$ cat config.mk
export PLATFORM = sky130hd
export DESIGN_NAME = iq_fetch_ctrl
export DESIGN_NICKNAME = d
export VERILOG_FILES = /design/src/rtl/iq_fetch_ctrl.sv
export SDC_FILE = /design/constraint.sdc
export NUM_CORES = 1
export LEC_CHECK = 0
export ABC_AREA = 0
export BUFFER_PORTS_ARGS = -buffer_cell sky130_fd_sc_hd__buf_4
export CAP_MARGIN = 0
export CORE_MARGIN = 2
export CORE_UTILIZATION = 43
export CTS_CLUSTER_SIZE = 30
export DETAILED_ROUTE_END_ITERATION = 8
export GPL_TIMING_DRIVEN = 0
export PLACE_DENSITY_LB_ADDON = 0.25
export RECOVER_POWER = 100
export SYNTH_ARGS = -nofsm -noshare
export SYNTH_HDL_FRONTEND = slang
export SYNTH_SLANG_ARGS = --single-unit
export TNS_END_PERCENT = 100
$ cat constraint.sdc
create_clock -name clk -period 3.1 [get_ports clk]
set_input_delay 0.62 -clock clk [delete_from_list [all_inputs] [get_ports clk]]
set_output_delay 0.62 -clock clk [all_outputs]
set_load 0.005 [all_outputs]
$ cat src/rtl/iq_fetch_ctrl.sv
// iq_fetch_ctrl: credit-based fetch scheduler; ports clk/rst, flush_i/redirect_pc_i, req_*/resp_*, push_valid_o, pop_num_i, credits_o, perf counters (IQ_FETCH_PERF_EN)
module iq_fetch_ctrl #(
  parameter int          IQ_CAP       = 16,
  parameter int          MAX_INFLIGHT = 2,
  parameter logic [31:0] RESET_PC     = 32'hBFC00000
) (
  input  logic                      clk,
  input  logic                      rst,
  input  logic                      flush_i,
  input  logic [31:0]               redirect_pc_i,
  output logic                      req_valid_o,
  input  logic                      req_ready_i,
  output logic [31:0]               req_pc_o,
  input  logic                      resp_valid_i,
  input  logic [2:0]                resp_num_i,
  output logic                      push_valid_o,
  input  logic [1:0]                pop_num_i,
  output logic [$clog2(IQ_CAP):0]   credits_o,
  output logic [31:0]               stall_cnt_o,
  output logic [31:0]               drop_cnt_o
);
  localparam int CW = $clog2(IQ_CAP) + 1;
  localparam logic [0:0] RUN = 1'b0, DRAIN = 1'b1;
  logic [0:0] state_q, state_d;
  logic [31:0] pc_q, pc_d;
  logic [CW-1:0] credits_q, credits_d;
  logic [2:0] out_q, out_d, stale_q, stale_d;
  logic hs;
  logic [CW:0] add_c, take_c, sum_c;
  always_comb begin
    req_valid_o = !rst && state_q == RUN && !flush_i && credits_q >= CW'(4) && out_q < 3'(MAX_INFLIGHT);
    hs = req_valid_o && req_ready_i;
    push_valid_o = !rst && state_q == RUN && resp_valid_i && !flush_i;
    add_c = {1'b0, credits_q} + (CW+1)'(pop_num_i) + (push_valid_o ? (CW+1)'(3'd4 - resp_num_i) : '0);
    take_c = hs ? (CW+1)'(4) : '0;
    sum_c = add_c - take_c;
    pc_d = flush_i ? redirect_pc_i : hs ? {pc_q[31:4] + 28'd1, 4'b0} : pc_q;
    credits_d = flush_i ? CW'(IQ_CAP) : sum_c[CW-1:0];
    out_d = flush_i ? 3'd0 : out_q + 3'(hs) - 3'(push_valid_o);
    // a response arriving with the flush is already accounted for, so it is not stale
    stale_d = state_q == DRAIN ? stale_q - 3'(resp_valid_i) : flush_i ? out_q - 3'(resp_valid_i) : stale_q;
    state_d = (flush_i || state_q == DRAIN) ? (stale_d != 3'd0 ? DRAIN : RUN) : state_q;
  end
  always_ff @(posedge clk) begin
    if (rst) begin
      state_q   <= RUN;
      pc_q      <= RESET_PC;
      credits_q <= CW'(IQ_CAP);
      out_q     <= '0;
      stale_q   <= '0;
    end else begin
      state_q   <= state_d;
      pc_q      <= pc_d;
      credits_q <= credits_d;
      out_q     <= out_d;
      stale_q   <= stale_d;
    end
  end
  always_ff @(posedge clk) begin
    if (!rst) begin
      assert (flush_i || add_c >= take_c) else $error("credit underflow");
      assert (flush_i || sum_c <= (CW+1)'(IQ_CAP)) else $error("credit overflow");
      assert (out_d <= 3'(MAX_INFLIGHT)) else $error("outstanding overflow");
      assert (!(state_q == RUN && resp_valid_i && out_q == 3'd0)) else $error("response without request");
    end
  end
  assign req_pc_o  = pc_q;
  assign credits_o = credits_q;
`ifdef IQ_FETCH_PERF_EN
  logic [31:0] stall_q, stall_d, drop_q, drop_d;
  always_comb begin
    stall_d = stall_q + 32'(state_q == RUN && !flush_i && credits_q < CW'(4));
    drop_d = drop_q + 32'(resp_valid_i && (flush_i || state_q == DRAIN));
  end
  always_ff @(posedge clk) begin
    if (rst) begin
      stall_q <= '0;
      drop_q  <= '0;
    end else begin
      stall_q <= stall_d;
      drop_q  <= drop_d;
    end
  end
  assign stall_cnt_o = stall_q;
  assign drop_cnt_o  = drop_q;
`else
  assign stall_cnt_o = 32'd0;
  assign drop_cnt_o  = 32'd0;
`endif
endmodule
# [Word level (Yosys, flattened, before mapping)]
# Index checks and enable logic that the tools add are counted.
[op_classes] magnitude_cmp=2 n_bitwise=1 n_reduce_logical=13 add_sub_neg=9 mux=7
[op_table] operator="two-way mux 32 bit" count=2
[op_table] operator="adder 28 x 1 -> 28 bit, second input constant" count=1
[op_table] operator="two-way mux 3 bit" count=3
[op_table] operator="subtractor 3 x 1 -> 3 bit" count=3
[op_table] operator="logical AND 1 bit" count=7
[op_table] operator="adder 5 x 2 -> 5 bit" count=1
[op_table] operator="adder 5 bit" count=1
[op_table] operator=">= comparator 5 x 3 -> 1 bit, second input constant" count=1
[op_table] operator="two-way mux 5 bit" count=1
[op_table] operator="subtractor 5 x 3 -> 5 bit" count=1
[op_table] operator="subtractor 3 x 3 -> 4 bit, first input constant" count=1
[op_table] operator="adder 3 x 1 -> 3 bit" count=1
[op_table] operator="< comparator 3 x 2 -> 1 bit, second input constant" count=1
[op_table] operator="nonzero test 3 bit" count=1
[op_table] operator="logical NOT 1 bit" count=2
[op_table] operator="nonzero test 2 bit" count=1
[op_table] operator="OR reduction 2 bit" count=1
[op_table] operator="logical OR 1 bit" count=1
[op_table] operator="two-way mux 1 bit" count=1
[op_table] operator="inverter 1 bit" count=1
[totals] reg_bits=44 out_inout_bits=103

# [Logic depth before layout (Yosys ltp)]
# Gate-level depths: netlist (run 1).
[depth] depth_word=8 depth_mapped=14 depth_no_buf=12

# [Worst setup path before layout (run 1)]
# Ideal clock, no wire load.
[synth_timing] path_kind="input to register" startpoint="in flush_i" endpoint="reg credits_q[4] (netlist: credits_o[4])" n_path_buf=3 t_arrival_ns=3.058 path_stages=13 setup_ns=0.123 slack_ns=-0.081 cell_sequence="buf_6 > nor4b_4 > and3_1 > buf_6 > inv_4 > buf_2 > fa_1 > ha_1 > ha_1 > a21o_1 > a21oi_1 > xnor2_1 > nand2_1"
[synth_via] elab_chain_len=7 elab_cells_between_ends=11
[synth_rtl] item="from (decl)" line="9" text="input logic flush_i,"
[synth_rtl] item="branches (longest 7 deep; another with adder 5 bit)"
[synth_rtl] item="to (signal assigned)" line="48" text="credits_q <= CW'(IQ_CAP);"
[synth_rtl] item="to (signal assigned)" line="54" text="credits_q <= credits_d;"
[synth_rtl] item="to (decl)" line="26" text="logic [CW-1:0] credits_q, credits_d;"
# Several ways; the timed one is not identified.
# A chain may end at the register's enable or synchronous reset.

# [Worst setup path in the final report (run 1)]
[layout_timing] startpoint="reg out_q[1]" endpoint="reg credits_q[4] (netlist: credits_o[4])"
[layout_via] elab_chain_len=5
[layout_rtl] item="from (decl)" line="27" text="logic [2:0] out_q, out_d, stale_q, stale_d;"
[layout_rtl] item="from (signal assigned)" line="55" text="out_q <= out_d;"
[layout_rtl] item="< comparator 3 x 2 -> 1 bit" line="31" text="req_valid_o = !rst && state_q == RUN && !flush_i && credits_q >= CW'(4) && out_q < 3'(MAX_INFLIGHT);"
[layout_rtl] item="logical AND 1 bit" line="31"
[layout_rtl] item="logical AND 1 bit" line="32" text="hs = req_valid_o && req_ready_i;"
[layout_rtl] item="two-way mux 3 bit" line="35" text="take_c = hs ? (CW+1)'(4) : '0;"
[layout_rtl] item="subtractor 5 x 3 -> 5 bit" line="36" text="sum_c = add_c - take_c;"
# No other way between the ends.

==> reports/results.tsv, run 1 <==
stage	metric	value	unit
power_and_ir_drop	Net Sw Power	499	µW
sta	Final Skew	7.22	ps
sta	endpoints failing hold	0	
synthesis	Post-synth EDFFs	0	
placed_design	DP Area	0.00419	mm²
setup_path	worst setup path class	reg -> reg	
synthesis	synthesized cell area	0.00323	mm²
power_and_ir_drop	VDD IR-drop max	0.000270	V
layout	final instance area	0.00432	mm²
global_route	total global routing track utilization	20.1	%
layout	share of cells above drive strength 1	31.4	%
power_and_ir_drop	combinational fraction of design power	35.1	%
floorplan	die area	0.00822	mm²
sta	crit path time final	2920	ps
placed_design	Place WS	-359	ps
floorplan	initial core utilization	44.5	%
sta	FMAX	0.342	GHz
clock_tree	Sink Count	44	
synthesis	Synth Register Bits	44	
setup_path	Setup crit start	out_q[1]	
layout	P&R area growth vs syn	33.8	%
global_route	total gr overflow	0	
power_and_ir_drop	Clock Power Share	21.5	%
routing	Iter 0 DRT Violations	182	
routing	per-cell routed wire length	13.0	µm
synthesis	synth unique cells	56	
run	Max-cap violations	0	
routing	Antenna Nets Post-Route	0	
routing	DR vias/cell	4.78	
clock_tree	hold buffers post-CTS	0	
global_route	initial antenna violation count	0	
sta	Final period util	94.2	%
global_route	global-route wire length before repair	13400	µm
sta	# setup viols final	0	
floorplan	core footprint	0.00725	mm²
synthesis	largest cells by area after synthesis	dfxtp_1 (27%), buf_4 (15%), ha_1 (6.6%)	
routing	final WL	8440	µm
setup_path	Crit. End Element	flip-flop	
synthesis	Seq/Total Area, Yosys	27.3	%
layout	fin util	59.6	%
sta	Final Max Tran Viols	0	
power_and_ir_drop	leakage	0.00206	µW
min_path	hold_sp	req_pc_o[1]	
global_route	pin count of the biggest net entering global routing	12	
sta	worst setup margin	178	ps
synthesis	cell with the most instances after synthesis	buf_4	
clock_tree	H-tree levels	2	
clock_tree	CTS root buf	clkbuf_8	
power_and_ir_drop	PwrDens	358	mW/mm²
power_and_ir_drop	Pint	1050	µW
routing	DRC viols	0	
setup_path	crit path launch type	flip-flop	
setup_path	Worst Path Arrival	3100	ps
placed_design	DP Wirelength	6680	µm
layout	n_diodes	0	
synthesis	Synth Flop Type	dfxtp_1	
synthesis	Mapped Cells	395	
floorplan	die height	90.7	µm
min_path	Hold Crit Class	reg -> reg	
setup_path	critical path required time	3280	ps
clock_tree	total CTS buffers	5	
placed_design	Placer Congestion	0.901	
synthesis	Yosys top cell by area	dfxtp_1	
floorplan	Die W	90.7	µm
layout	# fillers	694	
global_route	vias in the first global route	2893	
synthesis	synth warn	0	
synthesis	Yosys top cell area share	27.3	%
power_and_ir_drop	Flop pwr share	43.4	%
status	status	finished, final reports clean	
clock_tree	CTS Buffer Depth	2	
setup_path	R2R Path Start	out_q[1]	
routing	TritonRoute pass-1 iters	6	
sta	max_slew headroom	59.9	%
sta	Hold WS	475	ps
routing	Vias	3091	
clock_tree	CTS tree	built	
synthesis	Syn Area/Cell	8.18	µm²
power_and_ir_drop	Sw Share	32.2	%
clock_tree	Worst-Skew Late Latency	300	ps
floorplan	Std-Cell Rows	31	
clock_tree	clock slew at reported path FFs	80	ps
layout	Nets	613	
floorplan	I/O pins	145	
setup_path	worst-path fanout max	11	
synthesis	most frequent cells after synthesis	buf_4 (64), dfxtp_1 (44), nand2_1 (31), inv_1 (28), a21oi_1 (25)	
synthesis	ys async rst share	0	%
sta	Least-Margin Pin Slew	602	ps
placed_design	IO Port Bufs	79	
cell type report:
cell class,instances,area (µm²),area share [%]
multi-input combinational,303,1940,44.8
sequential,44,881,20.4
timing repair buffer,85,623,14.4
buffer,81,574,13.3
tap,99,124,2.87
inverter,30,115,2.66
clock buffer,5,68.8,1.59
sequential cells by signal (all words and copies together) (netlist names):
signal and count:
credits_o 5, out_q 3, req_pc_o 32, stale_q 3, state_q 1
kinds of logic after synthesis:
kind of cell / Yosys count / share of synthesized area [%]
muxes: 5 / 1.59
other: 1 / 0.116
DFF: 44 / 27.3
and+or+nand+nor: 130 / 22.4
buffers and inverters: 111 / 21.1
adders and majority gates: 21 / 9.06
AOI/OAI and AO/OA: 62 / 12.7
xor gates and xnor gates: 21 / 5.69
path summary, 6_finish.rpt:
check	end	slack (ps)	depth (start not counted)
worst max-delay path	credits_o[4]	180	14
worst min-delay path	req_pc_o[1]	470	2
worst max register to register	credits_o[4]	180	14
worst min register to register	req_pc_o[1]	470	2
worst max-delay path, cell delays in order, from the launching register on:
cell and delay, ps:
dfxtp_1 320, inv_2 70, ha_2 180, nor4b_4 210, and3_1 200, buf_6 110
inv_4 40, buf_6 140, fa_1 530, ha_4 220, ha_1 280, a21o_1 170
a21oi_2 140, xnor2_1 130, nand2_1 60
metal layers:
layer / GRT usage, % / share of wire (%) / vias to the layer above
li1: - / - / 1547
met1: 24.2 / 42 / 1389
met2: 34.5 / 48 / 147
met3: 6.51 / 9.5 / 8
met4: 5.13 / 0.98 / 0
met5: 0 / 0 / -
power groups by stage:
stage          Combinational, µW  Clock [µW]  Sequential [µW]
2_1_floorplan                354           0              675
3_3_place_gp                 510           0              682
3_5_place_dp                 527           0              685
4_1_cts                      533         341              672
5_1_grt                      611         362              679
6_report                     543         332              672
what timing repair did:
action | CTS | global route
gates resized for setup | 2 | 3
setup endpoints to repair | 1 | 2
pin swaps | 1 | 4
buffers inserted | 1 | 5
placed cells by master, fill, tap and decap left out, types with 5 or more instances in the layout:
master    count
a211oi_1      9
a21oi_1      24
and2_1        5
and3_1        5
buf_4       111
clkbuf_1     13
clkbuf_4     34
clkbuf_8      5
conb_1       64
dfxtp_1      44
ha_1         15
inv_1        27
nand2_1      31
nand3_1      17
nand4_1       9
nor2_1       24
nor3_1       11
nor4_1        6
xnor2_1      12
xor2_1        9
stage by stage:
step                instances  setup TNS (ps)  total power, µW
floorplan                 458               0             1030
global placement          636            -624             1190
detailed placement        636            -837             1210
CTS                       642               0             1550
global route              647           -36.8             1650
finish                    647               0             1550
Note: power is estimated with default switching activity, not from simulation.
==> run 2, diff against run 1 <==
--- a/config.mk
+++ b/config.mk
@@ -10,2 +10,3 @@
 export CAP_MARGIN = 0
+export CORE_ASPECT_RATIO = 0.7
 export CORE_MARGIN = 2
==> constraint.sdc (replaced) <==
create_clock -name clk -period 3.1 [get_ports clk]
set_input_delay 0.155 -clock clk [delete_from_list [all_inputs] [get_ports clk]]
set_output_delay 0.155 -clock clk [all_outputs]
set_load 0.005 [all_outputs]
==> reports/results.tsv, run 2 (same netlist as run 1, synthesis figures left out) <==
stage	metric	value	unit
setup_path	R2R Path Start	out_q[1]	
placed_design	IO Port Bufs	79	
floorplan	core footprint	0.00729	mm²
clock_tree	clock slew at reported path FFs	80	ps
routing	TritonRoute pass-1 iters	5	
setup_path	worst-path fanout max	14	
clock_tree	CTS root buf	clkbuf_8	
routing	Antenna Nets Post-Route	0	
sta	Final Skew	12.3	ps
sta	Final TNS setup	0	ps
min_path	hold path depth	3	
setup_path	Register-to-Register Path Depth	13	
layout	max FFs per register	32	
setup_path	most used cell, CP	ha_1	
sta	Final period util	95.7	%
setup_path	slowest CP cell	fa_1	
power_and_ir_drop	Pint	1070	µW
routing	Vias	3102	
floorplan	die area	0.00823	mm²
setup_path	r2r setup slk	130	ps
power_and_ir_drop	VDD IR-drop max	0.000262	V
global_route	total gr overflow	0	
clock_tree	Worst-Skew Late Latency	300	ps
setup_path	Top delay family on crit path	adder cells	
setup_path	Worst Path Arrival	3140	ps
routing	per-cell routed wire length	13.5	µm
setup_path	Max stage delay on crit path	550	ps
layout	final std cells w/o fill	643	
sta	crit path time final	2970	ps
power_and_ir_drop	leakage	0.00201	µW
floorplan	initial core utilization	44.3	%
global_route	pin count of the biggest net entering global routing	15	
sta	Least-Margin Pin Slew	1080	ps
sta	endpoints failing hold	0	
min_path	Hold Path Sink	req_pc_o[31]	
power_and_ir_drop	PwrDens	374	mW/mm²
setup_path	Buffers & Inverters on Critical Path	3	
floorplan	Std-Cell Rows	26	
placed_design	Placer Congestion	0.913	
routing	final WL	8690	µm
power_and_ir_drop	total power	1580	µW
global_route	vias in the first global route	2881	
global_route	global-route wire length before repair	14000	µm
power_and_ir_drop	combinational fraction of design power	33.5	%
sta	# setup viols final	0	
clock_tree	CTS Buffer Depth	2	
run	Max-cap violations	0	
setup_path	worst setup path class	reg -> reg	
sta	Hold WS	63.5	ps
power_and_ir_drop	Sw Share	32.2	%
global_route	initial antenna violation count	0	
status	status	finished, final reports clean	
sta	FMAX	0.337	GHz
layout	share of cells above drive strength 1	28.4	%
setup_path	Crit. End Element	flip-flop	
setup_path	crit-path cells	inv_2 > ha_1 > nor4b_4 > and3_1 > buf_6 > inv_4 > fa_1 > ha_4 > ha_1 > a21o_1 > a21oi_2 > xnor2_1 > nand2_1	
routing	DR vias/cell	4.82	
floorplan	Die W	108	µm
layout	P&R area growth vs syn	30.8	%
floorplan	I/O pins	145	
clock_tree	H-tree levels	2	
global_route	total global routing track utilization	21.1	%
power_and_ir_drop	Clock Power Share	24.0	%
floorplan	die height	76.5	µm
layout	Nets	607	
setup_path	critical path required time	3270	ps
sta	RSZ-0062 raised after global routing	no	
clock_tree	total CTS buffers	5	
layout	commonest non-fill, non-tap cells in the layout	buf_4 (106), conb_1 (64), dfxtp_1 (44)	
routing	DRC viols	0	
routing	Iter 0 DRT Violations	167	
power_and_ir_drop	Net Sw Power	509	µW
power_and_ir_drop	Flop pwr share	42.5	%
placed_design	Place WS	-193	ps
setup_path	crit path launch type	flip-flop	
setup_path	R2R Path End	credits_o[4]	
sta	Final Max Tran Viols	0	
layout	n_diodes	0	
min_path	Hold Crit Class	in -> reg	
sta	worst setup margin	132	ps
placed_design	Inst Count DP	635	
placed_design	DP Wirelength	6950	µm
layout	most common cell after layout, fill and taps aside	buf_4	
clock_tree	Sink Count	44	
sta	max_slew headroom	27.7	%
clock_tree	CTS tree	built	
min_path	hold_sp	redirect_pc_i[31]	
run 2: cell types whose count changed in the layout (fill, tap and decap cells not counted), sizes merged:
cell / delta
buf: -9
clkbuf: +6
run 2: worst reg2reg max path, delay by kind of cell (launching register included):
family / cells / cell delay, ps
flip-flops: 1 / 310
AO/OA/AOI/OAI: 2 / 320
XOR/XNOR: 1 / 130
AND/OR/NAND/NOR: 3 / 520
adder cells (fa/ha/maj): 4 / 1240
buffers and inverters: 3 / 320
run 2: repair_timing:
item	4_1_cts	5_1_grt
setup endpoints to repair	3	2
pin swaps	0	4
setup buffers	0	1
gates resized for setup	2	2
hold buffers	0	0
run 2: stage by stage:
stage,util [%],cell area [µm²]
floorplan,-,3470
global placement,57.4,4180
detailed placement,57.4,4180
CTS,58.7,4280
global route,58.0,4230
finish,58.0,4230
run 2: power groups by stage:
stage	registers, µW	logic [µW]	clock network [µW]
global placement	681	506	0
floorplan	675	347	0
CTS	671	526	387
global route	680	595	409
finish	672	530	380
detailed placement	684	521	0
run 2: worst max path at each step:
stage                        start            to  slack [ps]  cells past startpoint
after floorplan           out_q[1]  credits_o[4]         170                     14
after global placement    out_q[1]  credits_o[4]        -110                     14
after detailed placement  out_q[1]  credits_o[4]        -190                     14
after CTS                 out_q[1]  credits_o[4]           6                     13
after global routing      out_q[2]  credits_o[4]          20                     13
final                     out_q[1]  credits_o[4]         130                     13
run 2: per-layer routing:
| metal | global-route usage [%] | part of all wire (%) |
|---|---|---|
| met3 | 5.56 | 9.5 |
| met5 | 0 | 0 |
| met1 | 28.4 | 44 |
| met4 | 5.26 | 0.90 |
| met2 | 33.6 | 45 |
run 2: cell type report:
class | count | area, µm²
sequential | 44 | 881
fill | 692 | 3060
tap | 98 | 123
buffer | 80 | 556
clock buffer | 8 | 90.1
inverter | 30 | 115
timing repair buffer | 80 | 571
multi-input combinational | 303 | 1890
